**config.mk**
```make
export PLATFORM = sky130hd
export DESIGN_NAME = fetch_stage
export DESIGN_NICKNAME = d
export VERILOG_FILES = /design/src/rtl/fetch_stage.sv
export SDC_FILE = /design/constraint.sdc
export NUM_CORES = 1
export LEC_CHECK = 0
export BUFFER_PORTS_ARGS = -buffer_cell sky130_fd_sc_hd__buf_4
export CELL_PAD_IN_SITES_DETAIL_PLACEMENT = 1
export CELL_PAD_IN_SITES_GLOBAL_PLACEMENT = 2
export CORE_MARGIN = 1.5
export CORE_UTILIZATION = 28
export CTS_CLUSTER_DIAMETER = 50
export DETAILED_ROUTE_END_ITERATION = 7
export PLACE_DENSITY = 0.78
export SKIP_LAST_GASP = 1
export SYNTH_ARGS = -nofsm -noshare
export SYNTH_HDL_FRONTEND = slang
export SYNTH_SLANG_ARGS = --single-unit
```
**constraint.sdc**
```tcl
create_clock -name clk -period 3.25 [get_ports clk]
set_input_delay 0.325 -clock clk [delete_from_list [all_inputs] [get_ports clk]]
set_output_delay 0.325 -clock clk [all_outputs]
set_load 0.05 [all_outputs]
```
**src/rtl/fetch_stage.sv**
```systemverilog
// Instruction-fetch stage: owns the PC, handshakes with instruction memory
// and presents instruction/pc4 to the IF/ID register. A bubble (0) is shown
// whenever no valid instruction is available.
module fetch_stage #(
    parameter logic [31:0] RESET_PC = 32'h0000_0000
) (
    input  logic        clk,
    input  logic        resetn,       // active-high despite the name
    input  logic        stall,
    input  logic        redirect,
    input  logic [31:0] redirect_pc,
    output logic        imem_req,
    output logic [31:0] imem_addr,
    input  logic        imem_ready,
    input  logic [31:0] imem_rdata,
    output logic [31:0] instruction_out,
    output logic [31:0] pc4_out
);

    localparam logic [1:0] IDLE  = 2'd0;
    localparam logic [1:0] FETCH = 2'd1;
    localparam logic [1:0] HOLD  = 2'd2;

    logic [31:0] pc_q, pc_d;
    logic [1:0]  state_q, state_d;
    logic [31:0] hold_buf_q, hold_buf_d;
    logic        cancel_q, cancel_d;
    logic [31:0] cancel_pc_q, cancel_pc_d;

    logic [31:0] target;
    logic [31:0] pc_plus4;
    logic        complete;

    assign target    = {redirect_pc[31:2], 2'b00};
    assign pc_plus4  = pc_q + 32'd4;
    assign imem_addr = pc_q;
    assign pc4_out   = pc_plus4;
    assign imem_req  = (state_q == FETCH);
    assign complete  = imem_req & imem_ready;

    // Next-state and output decode
    always_comb begin
        pc_d            = pc_q;
        state_d         = state_q;
        hold_buf_d      = hold_buf_q;
        cancel_d        = cancel_q;
        cancel_pc_d     = cancel_pc_q;
        instruction_out = 32'h0;
        case (state_q)
            IDLE: begin
                state_d = FETCH;
                if (redirect) pc_d = target;
            end
            FETCH: begin
                if (!complete) begin
                    // Address must stay stable; remember where to go once the
                    // in-flight request returns.
                    if (redirect) begin
                        cancel_d    = 1'b1;
                        cancel_pc_d = target;
                    end
                end else if (redirect) begin
                    pc_d     = target;
                    cancel_d = 1'b0;
                end else if (cancel_q) begin
                    pc_d     = cancel_pc_q;
                    cancel_d = 1'b0;
                end else begin
                    instruction_out = imem_rdata;
                    if (stall) begin
                        hold_buf_d = imem_rdata;
                        state_d    = HOLD;
                    end else begin
                        pc_d = pc_plus4;
                    end
                end
            end
            HOLD: begin
                if (redirect) begin
                    pc_d    = target;
                    state_d = FETCH;
                end else begin
                    instruction_out = hold_buf_q;
                    if (!stall) begin
                        pc_d    = pc_plus4;
                        state_d = FETCH;
                    end
                end
            end
            default: state_d = IDLE;
        endcase
    end

    // State registers with asynchronous reset
    always_ff @(posedge clk or posedge resetn) begin
        if (resetn) begin
            pc_q        <= RESET_PC;
            state_q     <= IDLE;
            hold_buf_q  <= 32'h0;
            cancel_q    <= 1'b0;
            cancel_pc_q <= 32'h0;
        end else begin
            pc_q        <= pc_d;
            state_q     <= state_d;
            hold_buf_q  <= hold_buf_d;
            cancel_q    <= cancel_d;
            cancel_pc_q <= cancel_pc_d;
        end
    end

endmodule
```
# Word-level counts from Yosys, hierarchy flattened
# Cells that the tools add are included.
[classes]
n_eq_ne = 8
bitwise = 4
n_addsub = 1
n_reduce_logical = 8
n_mux = 21
[ops]
columns = ["cell", "n"]
rows = [
  ["$mux 32", 10],
  ["$pmux 32 s3", 1],
  ["$pmux 32 s2", 1],
  ["$add 32x3->32 const B", 1],
  ["$mux 2", 6],
  ["$reduce_and 5->1", 2],
  ["$ne 2x2->1 const B", 4],
  ["$pmux 2 s3", 1],
  ["$reduce_and 3->1", 2],
  ["$ne 3x3->1 const B", 1],
  ["$not 1->1", 3],
  ["$reduce_bool 3->1", 1],
  ["$eq 2x1->1 const B", 1],
  ["$eq 2x2->1 const B", 1],
  ["$logic_not 2->1", 1],
  ["$mux 1", 2],
  ["$ne 2x1->1 const B", 1],
  ["$reduce_and 2->1", 1],
  ["$reduce_bool 2->1", 1],
  ["$and 1x1->1", 1],
]
[totals]
reg_bits = 97
input_bits = 69
out_inout_bits = 97
word_cells = 47

# Logic depth before layout (Yosys ltp)
# Gate-level depths: netlist of the first run.
[depth]
depth_word = 6
depth_mapped = 10
ltp_nobuf = 7

# Worst setup path after synthesis of the first run
# OpenSTA, ideal clock, no wires.
[synth_path]
kind = "register to output"
from = "reg pc_q[4] (netlist: imem_addr[4])"
to = "out pc4_out[25]"
t_required_ps = 2925
n_path_buf = 2
path_stages_with_launch = 7
t_arrival_ps = 2733
slack_ps = 192
cell_sequence = "dfrtp_1 > buf_2 > nand3_1 > or3_1 > buf_2 > or3_1 > xnor2_1"
[synth_via]
elab_chain_cells = 1
[synth_rtl]
columns = ["element", "line_no", "source"]
rows = [
  ["start, declared", "24", "logic [31:0] pc_q, pc_d;"],
  ["start signal, assigned", "103", "pc_q <= pc_d;"],
  ["$add 32x3->32", "35", "assign pc_plus4 = pc_q + 32'd4;"],
  ["end, declared", "17", "output logic [31:0] pc4_out"],
]
# Every way passes these cells.

# Worst setup path in the final report of the first run
[layout_path]
from = "reg pc_q[2] (netlist: imem_addr[2])"
to = "out pc4_out[18]"
# The elaborated chain is that of the path after synthesis.

==> run_results.csv, run 1 <==
group,metric,value,unit
grt,grt_pass1_wl,35.2,mm
critical_path,cp.required,2.92,ns
die,coreArea,21700,µm²
die,start_util,28.4,%
detailed_routing,antenna_left,0,
pwr,ir_worst_vdd,0.333,mV
die,dieHeight,151,µm
sta,fmax,326,MHz
critical_path,cp_top_family,"simple AND/OR/NAND/NOR gates",
cells_and_area,diodes,0,
hold_path,hold_class,"primary input to async pin",
critical_path,critPathMaxFanout,9,
placement,dpl_worst_slack,0.567,ns
detailed_routing,via_per_inst,5.37,
detailed_routing,vias,5941,
sta,min_period,3.07,ns
cells_and_area,syn_to_final_growth,30.7,%
yosys,avgSynthCellArea,9.09,µm²
yosys,yosysTopAreaCellShare,38.6,%
critical_path,rr_endpoint,"imem_addr[26]$_DFFE_PP0P_",
yosys,syn_area,6150,µm²
critical_path,critPathKind,"flop to primary output",
critical_path,arrival,2.74,ns
grt,antenna_found_initial,0,
critical_path,endpoint_kind,"primary output",
critical_path,startpoint_type,"flop",
sta,slew_headroom,46.8,%
detailed_routing,totalWireLength,22.4,mm
pwr,power.internal,0.00424,W
yosys,synth_edf_count,0,
critical_path,worstRegToRegCells,8,
cells_and_area,seq_area,2380,µm²
sta,tns,0,ns
yosys,yosys_warnings,0,
grt,track_usage,20.1,%
pwr,power_density,1060,nW/µm²
yosys,synth_cell_type_count,68,
yosys,synth_seq_area_share,38.6,%
sta,setup_viol,0,
yosys,synth_cells,677,
die,row_count,54,
yosys,ys_ff_latch,95,
clocking,clkTransAtPathRegs,0.07,ns
clocking,insertion_delay,0.35,ns
detailed_routing,dr.pass1.iters,5,
sta,slew_viol_final,0,
cells_and_area,fillers,2527,
placement,postPlaceCellArea,7710,µm²
sta,timing.final.crit_share,94.4,%
cells_and_area,fin_area,8040,µm²
critical_path,worst-path-stages,6,
sta,whs,0.113,ns
pwr,p_total,0.00852,W
grt,grt_max_degree,54,
clocking,postCtsSetupBuffers,0,
grt,globalRouteOverflowTotal,0,
detailed_routing,drtIter0Drc,288,
outcome,outcome,"completed",
detailed_routing,wl_per_cell,20.2,µm
critical_path,r2r_start,"state_q[1]$_DFFE_PP0P_",
yosys,async_flop_share,100,%
clocking,clockBufferDepth,2,
pwr,p_comb_share,57.7,%
clocking,cts.sinks,95,
critical_path,crit_slowest_cell,"or3_1",
placement,dp_hpwl,15.8,mm
cells_and_area,multi_input_area,3480,µm²
sta,final-hold-violation-count,0,
clocking,cts_made_buffers,9,
pwr,clockPowerShare,14.0,%
critical_path,endpoint,"pc4_out[18]",
critical_path,crit_buf_inv,1,
clocking,postCtsHoldBufs,0,
clocking,cts_max_level,3,
sta,rsz0062_at_grt,"no",
die,die_x,151,µm
placement,portBuffers,159,
clocking,clock-root-buffer,"clkbuf_16",
sta,fin_ws,0.182,ns
pwr,switching_power,0.00427,W
die,die_area,22900,µm²
clocking,post_cts_resized,0,
yosys,synth_top_area_cell,"dfrtp_1",
die,boundaryPins,166,
yosys,synthTopCellsByArea,"dfrtp_1 (39%), mux2_2 (11%), a22oi_1 (4.9%)",
critical_path,r2r_slack,0.71,ns
grt,grt_pass1_vias,6063,
yosys,synth-main-ff-cell,"dfrtp_1",
placement,gp_congestion,0.806,
critical_path,path_cells,"ha_1 -> nand3_2 -> or3_1 -> or4_1 -> nand2_1 -> buf_4",
flow_run,max_cap_viol_count,0,
pwr,p_leak,3.46,nW
pwr,p_seq_share,28.3,%
cells_and_area,drive_gt1_share,33.1,%
sta,skew,0.00718,ns
critical_path,startpoint,"imem_addr[2]$_DFFE_PP0P_",
cells_and_area,final_nets,896,
pwr,switching_share,50.2,%
critical_path,cp_slowest_stage_delay,0.58,ns
detailed_routing,drc,0,
clocking,cts_tree,"built",
sta,worst_pin_slew,0.798,ns
cell type report:
type	instances	area share [%]
clock buffers	13	3.24
inverters	17	0.825
clock inverters	3	0.809
well taps	280	4.36
flip-flops and latches	95	29.6
multi-input cells	511	43.3
repair buffers	188	17.9
layer usage:
| metal | global-route usage, % | vias up | part of all wire [%] |
|---|---|---|---|
| li1 | - | 2798 | - |
| met1 | 26.1 | 2955 | 46 |
| met2 | 33.8 | 172 | 47 |
| met3 | 4.79 | 16 | 6.1 |
| met4 | 4.13 | 0 | 1.0 |
| met5 | 0 | - | 0 |
Yosys cell counts, types with 6 or more instances:
cell type and count:
nor3_1 15, xnor2_1 15, a21oi_1 22, and3_1 11, or4_1 6, inv_1 16
nand4_1 6, xor2_1 18, o21ai_0 34, buf_4 7, a211o_1 6, o211ai_1 10
nor2_1 71, nand2_1 52, dfrtp_1 95, a221oi_1 9, nor4_1 10, or3_1 8
a22oi_1 40, clkbuf_1 40, nand3_1 15, mux2_2 59, o22ai_1 10, nand2b_1 7
worst register-to-register path: cells and delay by family, from the launching register on:
family,cells,cell delay [ns]
adder cells (fa/ha/maj),1,0.61
flip-flops,1,0.40
AND/OR/NAND/NOR,2,0.26
AO/OA/AOI/OAI,2,0.59
buffers and inverters,3,0.56
placed cells by master, fill, tap and decap left out, types with 3 or more instances in the layout:
cell type,Yosys,routed
buf_4,7,186
dfrtp_1,95,95
nor2_1,71,70
mux2_2,59,59
nand2_1,52,52
a22oi_1,40,40
o21ai_0,34,34
a21oi_1,22,22
xor2_1,18,18
nand3_1,15,15
inv_1,16,15
xnor2_1,15,15
nor3_1,15,14
and3_1,11,11
o211ai_1,10,10
o22ai_1,10,10
a221oi_1,9,9
nor4_1,10,9
clkbuf_16,0,9
or3_1,8,8
nand2b_1,7,6
a211o_1,6,6
nand4_1,6,6
or4_1,6,6
nor2b_1,5,5
ha_1,5,5
a2111oi_0,4,4
nor3b_1,4,4
o31ai_1,4,4
and4_1,4,4
conb_1,1,4
a22o_1,3,3
a32oi_1,3,3
a21boi_0,3,3
a31oi_1,3,3
how the worst min path moves through the flow:
stage	from	end	slack (ns)	cells past startpoint
detailed placement	cancel_pc_q[5]$_DFFE_PP0P_	cancel_pc_q[5]$_DFFE_PP0P_	0.50	1
global route	resetn	imem_addr[4]$_DFFE_PP0P_	0.16	2
finish	resetn	imem_addr[2]$_DFFE_PP0P_	0.11	2
floorplan	imem_ready	cancel_q$_DFFE_PP0P_	0.41	1
CTS	resetn	hold_buf_q[20]$_DFFE_PP0P_	0.14	2
global placement	cancel_pc_q[3]$_DFFE_PP0P_	cancel_pc_q[3]$_DFFE_PP0P_	0.48	1
state kept, by name, indices dropped and copies added (netlist names):
signal	count
cancel_q	1
cancel_pc_q	30
state_q	2
imem_addr	30
hold_buf_q	32
logic make-up (layout without fill, tap and decap cells):
kind of cell	Yosys count	after routing	share of synthesized area (%)
buffers and inverters	74	221	5.17
multiplexers	61	61	11.1
AND/OR/NAND/NOR	225	225	18.2
AO/OA/AOI/OAI	183	183	21.1
other	1	4	0.0610
adder cells (fa/ha/maj)	5	5	1.02
flip-flops	95	95	38.6
XOR/XNOR	33	33	4.70
power by group through the flow:
| stage | registers (W) | logic [W] | clock network (W) |
|---|---|---|---|
| 3_5_place_dp | 0.00242 | 0.00493 | 0 |
| 6_report | 0.00241 | 0.00491 | 0.00119 |
| 5_1_grt | 0.00251 | 0.00525 | 0.00128 |
| 3_3_place_gp | 0.00240 | 0.00486 | 0 |
| 4_1_cts | 0.00241 | 0.00494 | 0.00124 |
| 2_1_floorplan | 0.00273 | 0.00296 | 0 |
per-stage QoR:
stage / util [%] / std cells
after global routing: 37.1 / 1107
after global placement: 35.6 / 1091
final: 37.1 / 1107
after floorplan: - / 680
after detailed placement: 35.6 / 1091
after CTS: 37.1 / 1107
(Power assumes the default switching activity.)
==> inputs of run 2 (changes only) <==
==> constraint.sdc (replaced) <==
create_clock -name clk -period 3.25 [get_ports clk]
set_input_delay 0.65 -clock clk [delete_from_list [all_inputs] [get_ports clk]]
set_output_delay 0.65 -clock clk [all_outputs]
set_load 0.05 [all_outputs]
==> run_results.csv, run 2 (synthesis gave the netlist of run 1 again) <==
group,metric,value,unit
pwr,power.internal,0.00440,W
clocking,cts_tree,"built",
cells_and_area,fillers,2514,
detailed_routing,wl_met1,9.72,mm
pwr,p_seq_share,27.7,%
grt,grt_max_degree,64,
die,boundaryPins,166,
cells_and_area,final_nets,902,
sta,rsz0062_at_grt,"no",
grt,antenna_found_initial,0,
critical_path,arrival,2.50,ns
clocking,cts_made_buffers,9,
critical_path,rr_endpoint,"imem_addr[31]$_DFFE_PP0P_",
critical_path,cp.required,2.60,ns
critical_path,worstRegToRegCells,8,
critical_path,cp_top_family,"simple AND/OR/NAND/NOR gates",
die,die_x,151,µm
pwr,p_total,0.00867,W
die,coreArea,21700,µm²
placement,dp_hpwl,15.6,mm
sta,slew_headroom,57.3,%
sta,setup_viol,0,
pwr,clockPowerShare,15.0,%
placement,postPlaceCellArea,7830,µm²
cells_and_area,final_cell_mix,"buf_4 (189), dfrtp_1 (94), nor2_1 (70)",
critical_path,worst-path-stages,6,
grt,track_usage,20.1,%
die,die_area,22900,µm²
critical_path,r2r_start,"state_q[1]$_DFFE_PP0P_",
critical_path,endpoint_kind,"primary output",
clocking,cts.sinks,95,
sta,whs,0.320,ns
cells_and_area,fin_area,8190,µm²
placement,dpl_worst_slack,0.376,ns
critical_path,crit_slowest_cell,"or4_1",
critical_path,cp_slowest_stage_delay,0.51,ns
pwr,ir_worst_vdd,0.343,mV
critical_path,path_cells,"ha_1 -> nand3_2 -> or3_4 -> or4_1 -> nand2_1 -> buf_4",
detailed_routing,totalWireLength,22.2,mm
clocking,postCtsSetupBuffers,0,
cells_and_area,syn_to_final_growth,33.2,%
flow_run,max_cap_viol_count,0,
critical_path,critPathKind,"flop to primary output",
detailed_routing,wl_per_cell,20.0,µm
critical_path,startpoint_type,"flop",
detailed_routing,wl_met2,10.5,mm
cells_and_area,multi_input_area,3530,µm²
sta,skew,0.0110,ns
critical_path,r2r_slack,0.67,ns
detailed_routing,dr.pass1.iters,5,
pwr,power_density,1060,nW/µm²
grt,grt_pass1_vias,6179,
placement,portBuffers,159,
die,start_util,28.4,%
grt,grt_pass1_wl,35.3,mm
clocking,cts_max_level,3,
sta,slew_viol_final,0,
clocking,clock-root-buffer,"clkbuf_16",
critical_path,critPathMaxFanout,6,
grt,globalRouteOverflowTotal,0,
clocking,clkTransAtPathRegs,0.07,ns
detailed_routing,wl_met3,1.67,mm
clocking,insertion_delay,0.35,ns
cells_and_area,largest_register,"hold_buf_q",
detailed_routing,via_per_inst,5.38,
cells_and_area,diodes,0,
detailed_routing,top_layer_used,"met4",
sta,min_period,3.15,ns
pwr,switching_share,49.3,%
pwr,p_leak,3.53,nW
cells_and_area,drive_gt1_share,34.5,%
die,row_count,54,
pwr,p_comb_share,57.3,%
sta,worst_pin_slew,0.641,ns
clocking,clockBufferDepth,2,
detailed_routing,vias,5980,
sta,tns,0,ns
detailed_routing,drc,0,
outcome,outcome,"completed",
sta,fmax,317,MHz
pwr,switching_power,0.00427,W
placement,gp_congestion,0.803,
sta,timing.final.crit_share,96.9,%
cells_and_area,seq_area,2380,µm²
critical_path,crit_buf_inv,1,
detailed_routing,antenna_left,0,
cells_and_area,largest_reg_flops,32,
detailed_routing,drtIter0Drc,241,
sta,final-hold-violation-count,0,
sta,fin_ws,0.100,ns
cells_and_area,final_common_cell,"buf_4",
hold_path,hold_class,"primary input to async pin",
die,dieHeight,151,µm
[run 2: routing by layer]
layer | vias up | global-route usage [%]
li1 | 2800 | -
met1 | 2950 | 25.8
met2 | 207 | 33.0
met3 | 23 | 5.33
met4 | 0 | 6.21
met5 | - | 0
[run 2: timing repair]
item / CTS / global route
hold endpoints to repair: 0 / 0
hold buffers: 0 / 0
gates resized for setup: 1 / 3
endpoints found under the setup margin: 1 / 3
[run 2: worst reg2reg max path: cells and delay by family, from the launching register on]
family,cells,cell delay (ns)
buf+inv,2,0.37
compound gates,5,1.10
flops,1,0.42
fa+ha+maj,1,0.63
[run 2: layout make-up]
class	instances	share of cell area (%)
inverter	17	0.810
clock buffer	10	2.80
timing repair buffer	194	18.5
multi-input combinational	511	43.1
sequential	95	29.0
clock inverter	4	1.47
tap	280	4.28
[run 2: worst max-delay path by stage]
| stage | startpoint | end |
|---|---|---|
| 3_5_place_dp | imem_addr[2]$_DFFE_PP0P_ | pc4_out[29] |
| 5_1_grt | imem_addr[2]$_DFFE_PP0P_ | pc4_out[18] |
| 2_1_floorplan | imem_addr[4]$_DFFE_PP0P_ | pc4_out[31] |
| 6_report | imem_addr[2]$_DFFE_PP0P_ | pc4_out[18] |
| 3_3_place_gp | imem_addr[2]$_DFFE_PP0P_ | pc4_out[29] |
| 4_1_cts | imem_addr[2]$_DFFE_PP0P_ | pc4_out[18] |
[run 2: power groups by stage]
stage / registers, W / logic (W) / clock network, W
6_report: 0.00240 / 0.00497 / 0.00130
5_1_grt: 0.00251 / 0.00534 / 0.00139
4_1_cts: 0.00239 / 0.00500 / 0.00135
3_5_place_dp: 0.00242 / 0.00499 / 0
3_3_place_gp: 0.00239 / 0.00492 / 0
2_1_floorplan: 0.00274 / 0.00297 / 0
[run 2: stage by stage]
step	instances	util [%]
2_1_floorplan	680	-
3_3_place_gp	1097	36.1
3_5_place_dp	1097	36.1
4_1_cts	1111	37.7
5_1_grt	1111	37.8
6_report	1111	37.8
==> inputs of run 3 (changes only) <==
PLACE_DENSITY = unset   (was 0.78)
PLACE_DENSITY_LB_ADDON = 0.1   (was unset)
==> run_results.csv, run 3 (synthesis gave the netlist of run 1 again) <==
group,metric,value,unit
outcome,outcome,"completed",
die,row_count,54,
critical_path,crit_slowest_cell,"or4_1",
placement,gp_congestion,0.815,
grt,globalRouteOverflowTotal,0,
detailed_routing,drtIter0Drc,211,
detailed_routing,totalWireLength,23.3,mm
cells_and_area,fin_area,8030,µm²
cells_and_area,final_common_cell,"buf_4",
critical_path,cp.required,2.60,ns
cells_and_area,drive_gt1_share,34.5,%
critical_path,cp_top_family,"simple AND/OR/NAND/NOR gates",
sta,setup_viol,0,
critical_path,crit_buf_inv,1,
detailed_routing,via_per_inst,5.46,
grt,grt_pass1_wl,36.4,mm
pwr,power_density,1040,nW/µm²
clocking,clkTransAtPathRegs,0.07,ns
pwr,p_total,0.00839,W
critical_path,endpoint_kind,"primary output",
critical_path,critPathKind,"flop to primary output",
grt,grt_pass1_vias,6351,
clocking,cts.sinks,95,
grt,track_usage,21.0,%
clocking,insertion_delay,0.36,ns
critical_path,path_cells,"nand3_1 -> or3_4 -> or4_1 -> nand2_1 -> buf_4",
detailed_routing,vias,6044,
clocking,clock-root-buffer,"clkbuf_16",
die,die_area,22900,µm²
die,start_util,28.4,%
clocking,postCtsSetupBuffers,0,
clocking,cts_tree,"built",
critical_path,startpoint_type,"flop",
critical_path,arrival,2.49,ns
cells_and_area,syn_to_final_growth,30.5,%
cells_and_area,largest_register,"hold_buf_q",
clocking,cts_made_buffers,9,
grt,antenna_found_initial,0,
sta,slew_headroom,56.8,%
sta,fmax,318,MHz
sta,final-hold-violation-count,0,
critical_path,critPathMaxFanout,8,
detailed_routing,drc,0,
cells_and_area,diodes,0,
placement,dp_hpwl,16.6,mm
pwr,p_leak,3.46,nW
cells_and_area,final_cell_mix,"buf_4 (187), dfrtp_1 (92), nor2_1 (70)",
detailed_routing,dr.pass1.iters,4,
die,boundaryPins,166,
flow_run,max_cap_viol_count,0,
cells_and_area,final_nets,896,
hold_path,hold_class,"primary input to async pin",
sta,timing.final.crit_share,96.7,%
die,die_x,151,µm
clocking,cts_max_level,3,
die,coreArea,21700,µm²
detailed_routing,wl_per_cell,21.0,µm
sta,skew,0.0159,ns
pwr,ir_worst_vdd,0.294,mV
critical_path,cp_slowest_stage_delay,0.55,ns
detailed_routing,antenna_left,0,
sta,tns,0,ns
sta,min_period,3.14,ns
cells_and_area,largest_reg_flops,32,
sta,slew_viol_final,0,
placement,postPlaceCellArea,7730,µm²
die,dieHeight,151,µm
placement,portBuffers,159,
cells_and_area,utilization,37.0,%
sta,worst_pin_slew,0.646,ns
grt,grt_max_degree,64,
clocking,clockBufferDepth,2,
-- run 3: per-stage QoR --
| stage | setup slack (ns) | cells | hold slack [ns] |
|---|---|---|---|
| after floorplan | 0.00602 | 680 | 0.472 |
| after global placement | 0.354 | 1091 | 0.484 |
| after detailed placement | 0.329 | 1091 | 0.496 |
| after CTS | 0.00861 | 1107 | 0.323 |
| after global routing | -0.00621 | 1107 | 0.355 |
| final | 0.108 | 1107 | 0.315 |
-- run 3: final cells by class --
class / count / area [µm²]
inverter: 17 / 66.3
fill: 2518 / 13700
sequential: 95 / 2380
clock inverter: 4 / 20.0
timing repair buffer: 188 / 1420
tap: 280 / 350
multi-input combinational: 511 / 3530
clock buffer: 12 / 256
-- run 3: worst register-to-register path: cells and delay by family, from the launching register on --
kind	cells	cell delay, ns
AO/OA/AOI/OAI	3	0.98
adder cells (fa/ha/maj)	1	0.65
buffers and inverters	2	0.58
flip-flops	1	0.40
AND/OR/NAND/NOR	1	0.13
-- run 3: worst paths after layout --
check	from	cells past startpoint	endpoint	slack, ns
setup / recovery	imem_addr[4]$_DFFE_PP0P_	5	pc4_out[29]	0.11
hold / removal	resetn	2	hold_buf_q[16]$_DFFE_PP0P_	0.31
setup reg to reg	state_q[1]$_DFFE_PP0P_	7	imem_addr[16]$_DFFE_PP0P_	0.41
hold reg to reg	cancel_pc_q[4]$_DFFE_PP0P_	1	cancel_pc_q[4]$_DFFE_PP0P_	0.51
max in group asynchronous	resetn	3	imem_addr[8]$_DFFE_PP0P_	2.17
min in group clk	cancel_pc_q[4]$_DFFE_PP0P_	1	cancel_pc_q[4]$_DFFE_PP0P_	0.51
-- run 3: what timing repair did --
| action | in CTS | in global routing |
|---|---|---|
| setup endpoints to repair | 3 | 7 |
| resized for setup | 3 | 4 |
| hold buffers | 0 | 0 |
-- run 3: routing by layer --
layer  part of all wire (%)  up-vias  track usage [%]
met5                      0        -                0
met4                    1.5        0             6.07
met3                    5.5       19             3.64
met2                     49      148             35.6
met1                     44     3083             27.2
li1                       -     2794                -
-- run 3: where the power goes --
group	internal (W)	switching [W]
logic	0.00175	0.00317
registers	0.00176	0.000658
clock network	0.000558	0.000487
